### src/rtl/fetch_sequencer.sv
`default_nettype none
// ============================================================================
// Module   : fetch_sequencer
// Purpose  : Instruction fetch / program-flow stage: PC, IR and NZP codes.
// Revision : 1.0 - initial release
// ============================================================================
module fetch_sequencer #(
  parameter logic [11:0] RESET_PC = 12'h000
) (
  input  logic        clk,
  input  logic        rst_n,
  output logic        imem_req,
  output logic [11:0] imem_addr,
  input  logic [19:0] imem_rdata,
  input  logic        imem_valid,
  output logic [19:0] instruction,
  output logic        instr_valid,
  input  logic        instr_ready,
  input  logic        exec_done,
  input  logic        redirect_jump,
  input  logic        redirect_branch,
  input  logic [19:0] redirect_offset,
  input  logic        cc_write,
  input  logic [19:0] cc_value,
  output logic [11:0] pc,
  output logic [2:0]  cc_nzp,
  output logic [15:0] retired_count
);

  typedef enum logic [1:0] {
    S_FETCH = 2'd0,
    S_ISSUE = 2'd1,
    S_EXEC  = 2'd2
  } state_t;

  state_t      state_q;
  logic [11:0] pc_q;
  logic [19:0] instr_q;
  logic [2:0]  cc_nzp_q;
  logic [15:0] retired_q;

  logic        w_taken;
  logic [11:0] w_pc_seq;
  logic [11:0] w_pc_d;
  logic [2:0]  w_cc_d;
  logic        w_n;
  logic        w_z;

  // Branch qualification deliberately uses the pre-update condition codes.
  assign w_taken  = redirect_jump | (redirect_branch & (|(instr_q[19:17] & cc_nzp_q)));
  assign w_pc_seq = pc_q + 12'd1;
  assign w_pc_d   = w_taken ? (w_pc_seq + redirect_offset[11:0]) : w_pc_seq;

  assign w_n    = cc_value[19];
  assign w_z    = (cc_value == 20'd0);
  assign w_cc_d = {w_n, w_z, ~w_n & ~w_z};

  always_ff @(posedge clk or negedge rst_n) begin
    if (!rst_n) begin
      state_q   <= S_FETCH;
      pc_q      <= RESET_PC;
      instr_q   <= 20'd0;
      cc_nzp_q  <= 3'b010;
      retired_q <= 16'd0;
    end else begin
      if (cc_write) begin
        cc_nzp_q <= w_cc_d;
      end
      case (state_q)
        S_FETCH: begin
          if (imem_valid) begin
            instr_q <= imem_rdata;
            state_q <= S_ISSUE;
          end
        end
        S_ISSUE: begin
          if (instr_ready) begin
            state_q <= S_EXEC;
          end
        end
        S_EXEC: begin
          if (exec_done) begin
            pc_q      <= w_pc_d;
            retired_q <= retired_q + 16'd1;
            state_q   <= S_FETCH;
          end
        end
        default: state_q <= S_FETCH;
      endcase
    end
  end

  assign imem_req      = (state_q == S_FETCH);
  assign instr_valid   = (state_q == S_ISSUE);
  assign imem_addr     = pc_q;
  assign pc            = pc_q;
  assign instruction   = instr_q;
  assign cc_nzp        = cc_nzp_q;
  assign retired_count = retired_q;

endmodule
`default_nettype wire

### config.mk
export PLATFORM = sky130hd
export DESIGN_NAME = fetch_sequencer
export DESIGN_NICKNAME = d
export VERILOG_FILES = /design/src/rtl/fetch_sequencer.sv
export SDC_FILE = /design/constraint.sdc
export NUM_CORES = 1
export LEC_CHECK = 0
export ABC_AREA = 1
export ABC_CLOCK_PERIOD_IN_PS = 3050
export BUFFER_PORTS_ARGS = -buffer_cell sky130_fd_sc_hd__buf_2
export CORE_UTILIZATION = 30
export CTS_BUF_LIST = sky130_fd_sc_hd__clkbuf_2
export DETAILED_ROUTE_END_ITERATION = 10
export MAX_ROUTING_LAYER = met4
export PLACE_DENSITY = 0.65
export SYNTH_ARGS = -nofsm -noshare
export SYNTH_HDL_FRONTEND = slang
export SYNTH_SLANG_ARGS = --single-unit
### constraint.sdc
create_clock -name clk -period 3.05 [get_ports clk]
set_clock_uncertainty 0.05 [all_clocks]
set_input_delay 0.305 -clock clk [delete_from_list [all_inputs] [get_ports clk]]
set_output_delay 0.305 -clock clk [all_outputs]
set_load 0.1 [all_outputs]
==> flow_metrics.env, run 1 <==
export IMPL_cp_arrival_ps=3020
export IMPL_drt_initial_drc_count=146
export IMPL_final_cells=642
export IMPL_cts_tree="done"
export IMPL_synth_cell_area_mm2=0.00319
export IMPL_vias=2972
export IMPL_hold_violations=0
export IMPL_clkSinkCount=53
export IMPL_dpl_worst_slack_ps=352
export IMPL_start_util=0.309
export IMPL_finalSetupTns_ps=0
export IMPL_cp_max_fo=6
export IMPL_io_pins=133
export IMPL_die_area_mm2=0.0110
export IMPL_max_freq_mhz=369
export IMPL_crit_start="imem_addr[0]"
export IMPL_clk_pin_slew_worst_paths_ps=260
export IMPL_outcome="complete, no violations"
export IMPL_first_pass_iters=4
export IMPL_cts_max_level=2
export IMPL_dp_hpwl_um=5800
export IMPL_cts_inserted_buffers=5
export IMPL_maxSlewViolCount=0
export IMPL_synth_cell_types=35
export IMPL_grt_ovfl_total=0
export IMPL_grt_pass1_wl_um=12700
export IMPL_placementRows=37
export IMPL_wl_met2_um=3800
export IMPL_gp_congestion=0.845
export IMPL_syn_num_nets=453
export IMPL_die_w_um=105
export IMPL_hp_start="imem_rdata[18]"
export IMPL_grt_usage=0.144
export IMPL_hold_class="in2reg"
export IMPL_setup_slack_ps=341
export IMPL_post_route_min_period_ps=2710
export IMPL_tightest_slew_ps=839
export IMPL_max_cap_viol_count=0
export IMPL_io_buffers=124
export IMPL_critPathKind="reg2reg"
export IMPL_insertedDiodeCount=0
export IMPL_syn_area_per_cell_um2=8.66
export IMPL_nNetsFinal=590
export IMPL_grt_antenna_before_repair=0
export IMPL_setup_violations=0
export IMPL_clock_path_buffers=2
export IMPL_start_kind="flop"
export IMPL_vias_per_cell=4.63
export IMPL_drc=0
export IMPL_postRouteAntennaNets=0
export IMPL_synth_seq_cells=53
export IMPL_met1_length_um=3520
export IMPL_required_ps=3360
export IMPL_cts_root_buf="clkbuf_2"
export IMPL_ys_seq_area_frac=0.417
export IMPL_rsz0062_at_grt="no"
export IMPL_top_layer_used="met4"
export IMPL_netlist_instances=368
export IMPL_wl_met3_um=401
export IMPL_core_mm2=0.0103
export IMPL_drt_wl_total_um=7800
export IMPL_dp_cells=612
export IMPL_slew_headroom=0.439
export IMPL_insertion_delay_ps=420
export IMPL_grt_max_degree=54
export IMPL_cp_end_kind="flop"
export IMPL_period_share=0.888
export IMPL_drive_above_1_share=0.326
export IMPL_regToRegStartpoint="imem_addr[0]"
export IMPL_ys_warn_count=0
export IMPL_grt_pass1_vias=2837
export IMPL_synthToLayoutAreaGrowth_pct=29.8
export IMPL_die_h_um=105
export IMPL_avgRoutedWirePerCell_um=12.1
[registers in the layout, indices dropped and copies added, names as in the netlist]
signal         cells
state_q            2
imem_addr         12
cc_nzp             3
instruction       20
retired_count     16
[cell usage in the layout, fill, tap and decap left out, drive strengths merged, types with 7 or more instances in the layout]
master	n
inv	44
a21oi	17
mux2	20
xor2	16
nand4	8
buf	127
o21ai	16
nand2	76
nor2	22
ha	16
nand3	26
dlygate4sd3	21
xnor2	7
dfrtp	52
[routing by layer]
| layer | vias to the layer above | GRT usage |
|---|---|---|
| met3 | 9 | 0.0206 |
| met5 | - | - |
| met1 | 1389 | 0.180 |
| met2 | 101 | 0.248 |
| li1 | 1473 | - |
| met4 | 0 | 0.0302 |
[through the flow]
step / utilization / instance area (µm²) / hold WS (ps)
floorplan: - / 3190 / -40.6
finish: 0.401 / 4140 / 55.8
global placement: 0.375 / 3870 / 402
global route: 0.401 / 4140 / 8.95
detailed placement: 0.375 / 3870 / 415
CTS: 0.395 / 4080 / 8.09
[critical path, cell delays in order, from the launching register on]
cell	delay, ps
dfrtp_2	480
ha_1	190
nand2_1	70
nor2_1	240
nand2_1	150
o21ai_0	270
inv_1	80
ha_1	330
nand2_1	110
inv_1	40
a21boi_0	220
nand3_1	110
nand2_1	70
nand3_1	70
a21boi_0	190
[cell families after synthesis]
logic type | Yosys count | synth area share
multiplexers | 20 | 0.0707
buffers and inverters | 62 | 0.0891
AND/OR/NAND/NOR | 149 | 0.214
AO/OA/AOI/OAI | 44 | 0.0777
adder cells (fa/ha/maj) | 17 | 0.0691
flip-flops | 53 | 0.417
XOR/XNOR | 23 | 0.0632
[synth_stat cells]
cell type  number  share of area
a21boi_0        4         0.0094
a21o_1          1         0.0024
a21oi_1        17          0.027
a22oi_1         2         0.0047
a31oi_1         1         0.0020
and2_1          1         0.0020
buf_2           5         0.0079
buf_4          12          0.028
clkbuf_1        1         0.0012
dfrtp_1        52           0.41
dfstp_2         1         0.0082
fa_1            1         0.0063
ha_1           16          0.063
inv_1          44          0.052
mux2_2         20          0.071
nand2_1        75          0.088
nand2_2         1         0.0020
nand3_1        25          0.039
nand3_2         1         0.0031
nand3b_1        3         0.0071
nand4_1         7          0.014
nand4_2         1         0.0039
nor2_1         20          0.024
nor2_2          1         0.0020
nor2_4          1         0.0035
nor3_1          4         0.0063
nor3_2          1         0.0031
nor4_1          6          0.012
o21a_1          1         0.0024
o21ai_0        16          0.025
o21bai_1        1         0.0024
o41ai_1         1         0.0027
or2_2           2         0.0039
xnor2_1         7          0.019
xor2_1         16          0.044
[worst paths after layout]
kind,cells after the start,endpoint,slack [ps]
setup reg to reg,14,imem_addr[10],340
hold / removal,2,instruction[18],60
min in group asynchronous,3,retired_count[14],440
max in group asynchronous,3,imem_addr[0],2040
hold reg to reg,1,retired_count[15],440
setup / recovery,14,imem_addr[10],340
[cell type report]
class / count / area [µm²]
fillers: 1035 / 6190
multi-input cells: 253 / 1580
flip-flops and latches: 53 / 1330
repair buffers: 148 / 853
well taps: 136 / 170
inverters: 44 / 165
clock buffers: 6 / 30.0
clock inverters: 2 / 15.0
[repair_timing]
action,in CTS,in global routing
setup endpoints to repair,0,1
gates resized for setup,0,1
buffers inserted,0,1
hold buffers,16,5
endpoints found under the hold margin,67,5
Power of run 1 is left out: the tool's default activity adds up to more than one toggle a clock period on the data nets, which glitch-free logic cannot reach.
==> run 2, diff against run 1 <==
Settings changed: RECOVER_POWER set to 100.
==> flow_metrics.env, run 2 (synthesized netlist as in run 1, its figures left out) <==
export IMPL_outcome="complete, no violations"
export IMPL_start_kind="flop"
export IMPL_critPathKind="reg2reg"
export IMPL_cp_endpoint="imem_addr[11]"
export IMPL_max_cap_viol_count=0
export IMPL_io_buffers=124
export IMPL_vias_per_cell=4.66
export IMPL_multiInputGateArea_mm2=0.00156
export IMPL_use_met3=0.0206
export IMPL_avgRoutedWirePerCell_um=12.2
export IMPL_hold_worst_slack_ps=54.8
export IMPL_grtUsageMet2=0.248
export IMPL_drc=0
export IMPL_core_mm2=0.0103
export IMPL_cts_tree="done"
export IMPL_vias=2990
export IMPL_die_w_um=105
export IMPL_drt_wl_total_um=7820
export IMPL_busiest_layer="met2"
export IMPL_grt_antenna_before_repair=0
export IMPL_met1_usage=0.180
export IMPL_grt_ovfl_total=0
export IMPL_start_util=0.309
export IMPL_first_pass_iters=5
export IMPL_tightest_slew_ps=1300
export IMPL_regToRegStartpoint="imem_addr[0]"
export IMPL_largest_reg_flops=20
export IMPL_grt_usage=0.144
export IMPL_critical_path_most_common_cell="nand2_1"
export IMPL_cts_inserted_buffers=5
export IMPL_final_cells=642
export IMPL_post_route_min_period_ps=2710
export IMPL_insertion_delay_ps=420
export IMPL_max_freq_mhz=370
export IMPL_nNetsFinal=590
export IMPL_finalSetupTns_ps=0
export IMPL_die_h_um=105
export IMPL_insertedDiodeCount=0
export IMPL_cp_end_kind="flop"
export IMPL_ff_latch_area_mm2=0.00133
export IMPL_rsz0062_at_grt="no"
export IMPL_final_core_util=0.391
export IMPL_io_pins=133
export IMPL_layout_commonest_cell="nand2_1"
export IMPL_dp_hpwl_um=5800
export IMPL_hold_class="in2reg"
export IMPL_slew_headroom=0.134
export IMPL_drive_above_1_share=0.190
export IMPL_cp_slowest_stage_delay_ps=480
export IMPL_setup_violations=0
export IMPL_cts_root_buf="clkbuf_2"
export IMPL_clkSinkCount=53
export IMPL_crit_family="simple AND/OR/NAND/NOR gates"
export IMPL_clock_path_buffers=2
export IMPL_grt_pass1_vias=2837
export IMPL_r2r_setup_slack_ps=340
export IMPL_cts_max_level=2
export IMPL_grt_max_degree=54
export IMPL_crit_start="imem_addr[0]"
export IMPL_synthToLayoutAreaGrowth_pct=26.6
export IMPL_gp_congestion=0.845
export IMPL_cp_arrival_ps=3010
export IMPL_cp_max_fo=6
export IMPL_crit_cells=16
export IMPL_layout_common_cells="75 x nand2_1, 66 x clkbuf_1, 59 x buf_2"
export IMPL_hold_violations=0
export IMPL_placementRows=37
export IMPL_grt_pass1_wl_um=12700
export IMPL_cp_cell_sequence="ha_1 -> nand2_1 -> nor2_1 -> nand2_1 -> o21ai_0 -> inv_1 -> ha_1 -> nand2_1 -> nor2_1 -> nand3_1 -> nand3_1 -> nand2_1 -> nand3_1 -> nand2_1 -> nand3_1 -> nand2_1"
export IMPL_die_area_mm2=0.0110
export IMPL_maxSlewViolCount=0
export IMPL_dp_cells=612
export IMPL_rr_worst_depth=16
export IMPL_period_share=0.887
export IMPL_cp_num_buf_inv=1
export IMPL_num_fill_cells=1070
export IMPL_clk_pin_slew_worst_paths_ps=260
export IMPL_required_ps=3350
export IMPL_slowest_stage="dfrtp_2"
export IMPL_postRouteAntennaNets=0
export IMPL_drt_initial_drc_count=114
export IMPL_r2r_end="imem_addr[11]"
## run 2: cell types whose count changed in the layout (fill, tap and decap cells not counted), sizes merged
cell    delta
buf       -67
clkbuf    +67
## run 2: cell type report
type / instances / share of cell area
Timing Repair Buffer: 148 / 0.190
Sequential cell: 53 / 0.329
Inverter: 44 / 0.0409
Tap cell: 136 / 0.0422
Multi-Input combinational cell: 253 / 0.387
Clock inverter: 2 / 0.00372
Clock buffer: 6 / 0.00744
## run 2: worst min-delay path by stage
stage / start / to / slack (ps) / depth (start not counted)
after floorplan: rst_n / cc_nzp[0] / -40 / 0
after global routing: imem_rdata[18] / instruction[18] / 9 / 2
after global placement: retired_count[15] / retired_count[15] / 400 / 1
after detailed placement: retired_count[15] / retired_count[15] / 410 / 1
after CTS: imem_rdata[7] / instruction[7] / 8 / 2
final: imem_rdata[18] / instruction[18] / 50 / 2
## run 2: per-stage QoR
stage,setup WS (ps),area (µm²)
floorplan,36.9,3190
CTS,308,4080
finish,344,4040
detailed placement,352,3870
global route,8.12,4040
global placement,390,3870
## run 2: metal layers
metal | share of wire | wire (µm) | vias up
met2 | 0.48 | 3790 | 106
met5 | 0 | 0 | -
li1 | - | - | 1473
met1 | 0.45 | 3530 | 1400
met4 | 0.012 | 96 | 0
met3 | 0.053 | 412 | 11
## run 2: repair_timing
item | CTS | global route
resized for setup | 0 | 1
buffers inserted | 0 | 1
hold endpoints to repair | 67 | 5
setup endpoints to repair | 0 | 1
hold buffers | 16 | 5
## run 2: worst reg2reg max path, delay by kind of cell (launching register included)
kind	cells	cell delay (ps)
simple gates	12	1230
compound gates	1	260
buf+inv	1	80
flops	1	480
fa+ha+maj	2	540
Power of run 2 is left out for the same reason.
==> run 3, diff against run 2 <==
Settings changed: ABC_CLOCK_PERIOD_IN_PS 3050 to 3300, CORE_UTILIZATION 30 to 54, PLACE_DENSITY 0.65 to 0.95.
Clock period 3.05 ns to 3.3 ns, I/O delays scaled along.
==> flow_metrics.env, run 3 (synthesized netlist as in run 1, its figures left out) <==
export IMPL_tightest_slew_ps=2650
export IMPL_cts_tree="done"
export IMPL_cp_end_kind="flop"
export IMPL_cp_endpoint="retired_count[15]"
export IMPL_cts_max_level=2
export IMPL_vias_per_cell=5.22
export IMPL_start_util=0.568
export IMPL_period_share=0.839
export IMPL_insertedDiodeCount=0
export IMPL_die_w_um=78.8
export IMPL_post_route_min_period_ps=2770
export IMPL_grt_max_degree=54
export IMPL_synthToLayoutAreaGrowth_pct=16.7
export IMPL_placementRows=27
export IMPL_first_pass_iters=4
export IMPL_outcome="finished, violations left"
export IMPL_drive_above_1_share=0.183
export IMPL_finalSetupTns_ps=0
export IMPL_max_cap_viol_count=1
export IMPL_die_area_mm2=0.00621
export IMPL_slew_headroom=-0.765
export IMPL_clock_path_buffers=2
export IMPL_hold_violations=0
export IMPL_avgRoutedWirePerCell_um=13.3
export IMPL_setup_violations=0
export IMPL_num_fill_cells=520
export IMPL_vias=2892
export IMPL_grt_antenna_before_repair=0
export IMPL_grt_ovfl_total=0
export IMPL_drt_initial_drc_count=152
export IMPL_r2r_setup_slack_ps=530
export IMPL_grt_usage=0.245
export IMPL_post_cts_buffers=0
export IMPL_postCtsHoldBufs=0
export IMPL_cts_inserted_buffers=5
export IMPL_rsz0062_at_grt="no"
export IMPL_layout_common_cells="75 x nand2_1, 66 x clkbuf_1, 58 x buf_2"
export IMPL_io_buffers=124
export IMPL_grt_pass1_vias=2677
export IMPL_dp_hpwl_um=5870
export IMPL_grt_pass1_wl_um=11600
export IMPL_start_kind="flop"
export IMPL_core_mm2=0.00561
export IMPL_violations="capacitance limit, slew limit"
export IMPL_insertion_delay_ps=440
export IMPL_clk_pin_slew_worst_paths_ps=260
export IMPL_regToRegStartpoint="state_q[0]"
export IMPL_dp_cells=546
export IMPL_required_ps=3620
export IMPL_cp_arrival_ps=3090
export IMPL_drt_wl_total_um=7350
export IMPL_cts_resized=0
export IMPL_max_freq_mhz=361
export IMPL_rr_worst_depth=8
export IMPL_largest_reg_flops=20
export IMPL_cp_max_fo=21
export IMPL_hold_class="in2reg"
export IMPL_die_h_um=78.8
export IMPL_drc=0
export IMPL_gp_congestion=0.910
export IMPL_nNetsFinal=566
export IMPL_maxSlewViolCount=54
export IMPL_r2r_end="retired_count[15]"
export IMPL_critPathKind="reg2reg"
export IMPL_postRouteAntennaNets=0
export IMPL_final_cells=554
export IMPL_layout_commonest_cell="nand2_1"
export IMPL_crit_start="state_q[0]"
export IMPL_clkSinkCount=53
export IMPL_io_pins=133
export IMPL_cts_root_buf="clkbuf_2"
-- run 3: metal layers --
| metal | global-route usage | routed length (µm) | part of all wire |
|---|---|---|---|
| met5 | - | 0 | 0 |
| met4 | 0.0764 | 121 | 0.016 |
| met3 | 0.0333 | 371 | 0.051 |
| met2 | 0.427 | 3840 | 0.52 |
| met1 | 0.295 | 3020 | 0.41 |
-- run 3: final cells by class --
cell class,count,area [µm²],share of cell area
Clock buffer,5,25.0,0.00673
Inverter,44,165,0.0444
Tap cell,72,90.1,0.0242
Multi-Input combinational cell,253,1560,0.418
Clock inverter,3,17.5,0.00471
Sequential cell,53,1330,0.357
Timing Repair Buffer,124,538,0.145
-- run 3: through the flow --
stage	area [µm²]	hold slack (ps)	setup WS, ps	util
after floorplan	3190	-15.6	287	-
after global placement	3780	401	710	0.674
after detailed placement	3780	430	663	0.674
after CTS	3820	36.5	612	0.681
after global routing	3720	18.2	234	0.663
final	3720	47.9	531	0.663
-- run 3: critical path, stage by stage, from the launching register on --
cell and delay (ps):
dfrtp_1 450, inv_1 120, nand3_1 590, nor2_1 540, nand4_2 140, nor3_1 330
nand2_2 130, nor2_1 180, xor2_1 170
-- run 3: how the worst min path moves through the flow --
stage,from,endpoint,slack [ps],cells after the start
after global routing,imem_rdata[19],instruction[19],20,2
after global placement,retired_count[15],retired_count[15],400,1
after detailed placement,retired_count[15],retired_count[15],430,1
after CTS,rst_n,retired_count[15],40,1
final,imem_rdata[8],instruction[8],50,2
after floorplan,rst_n,cc_nzp[0],-20,0
Power of run 3 is left out for the same reason.
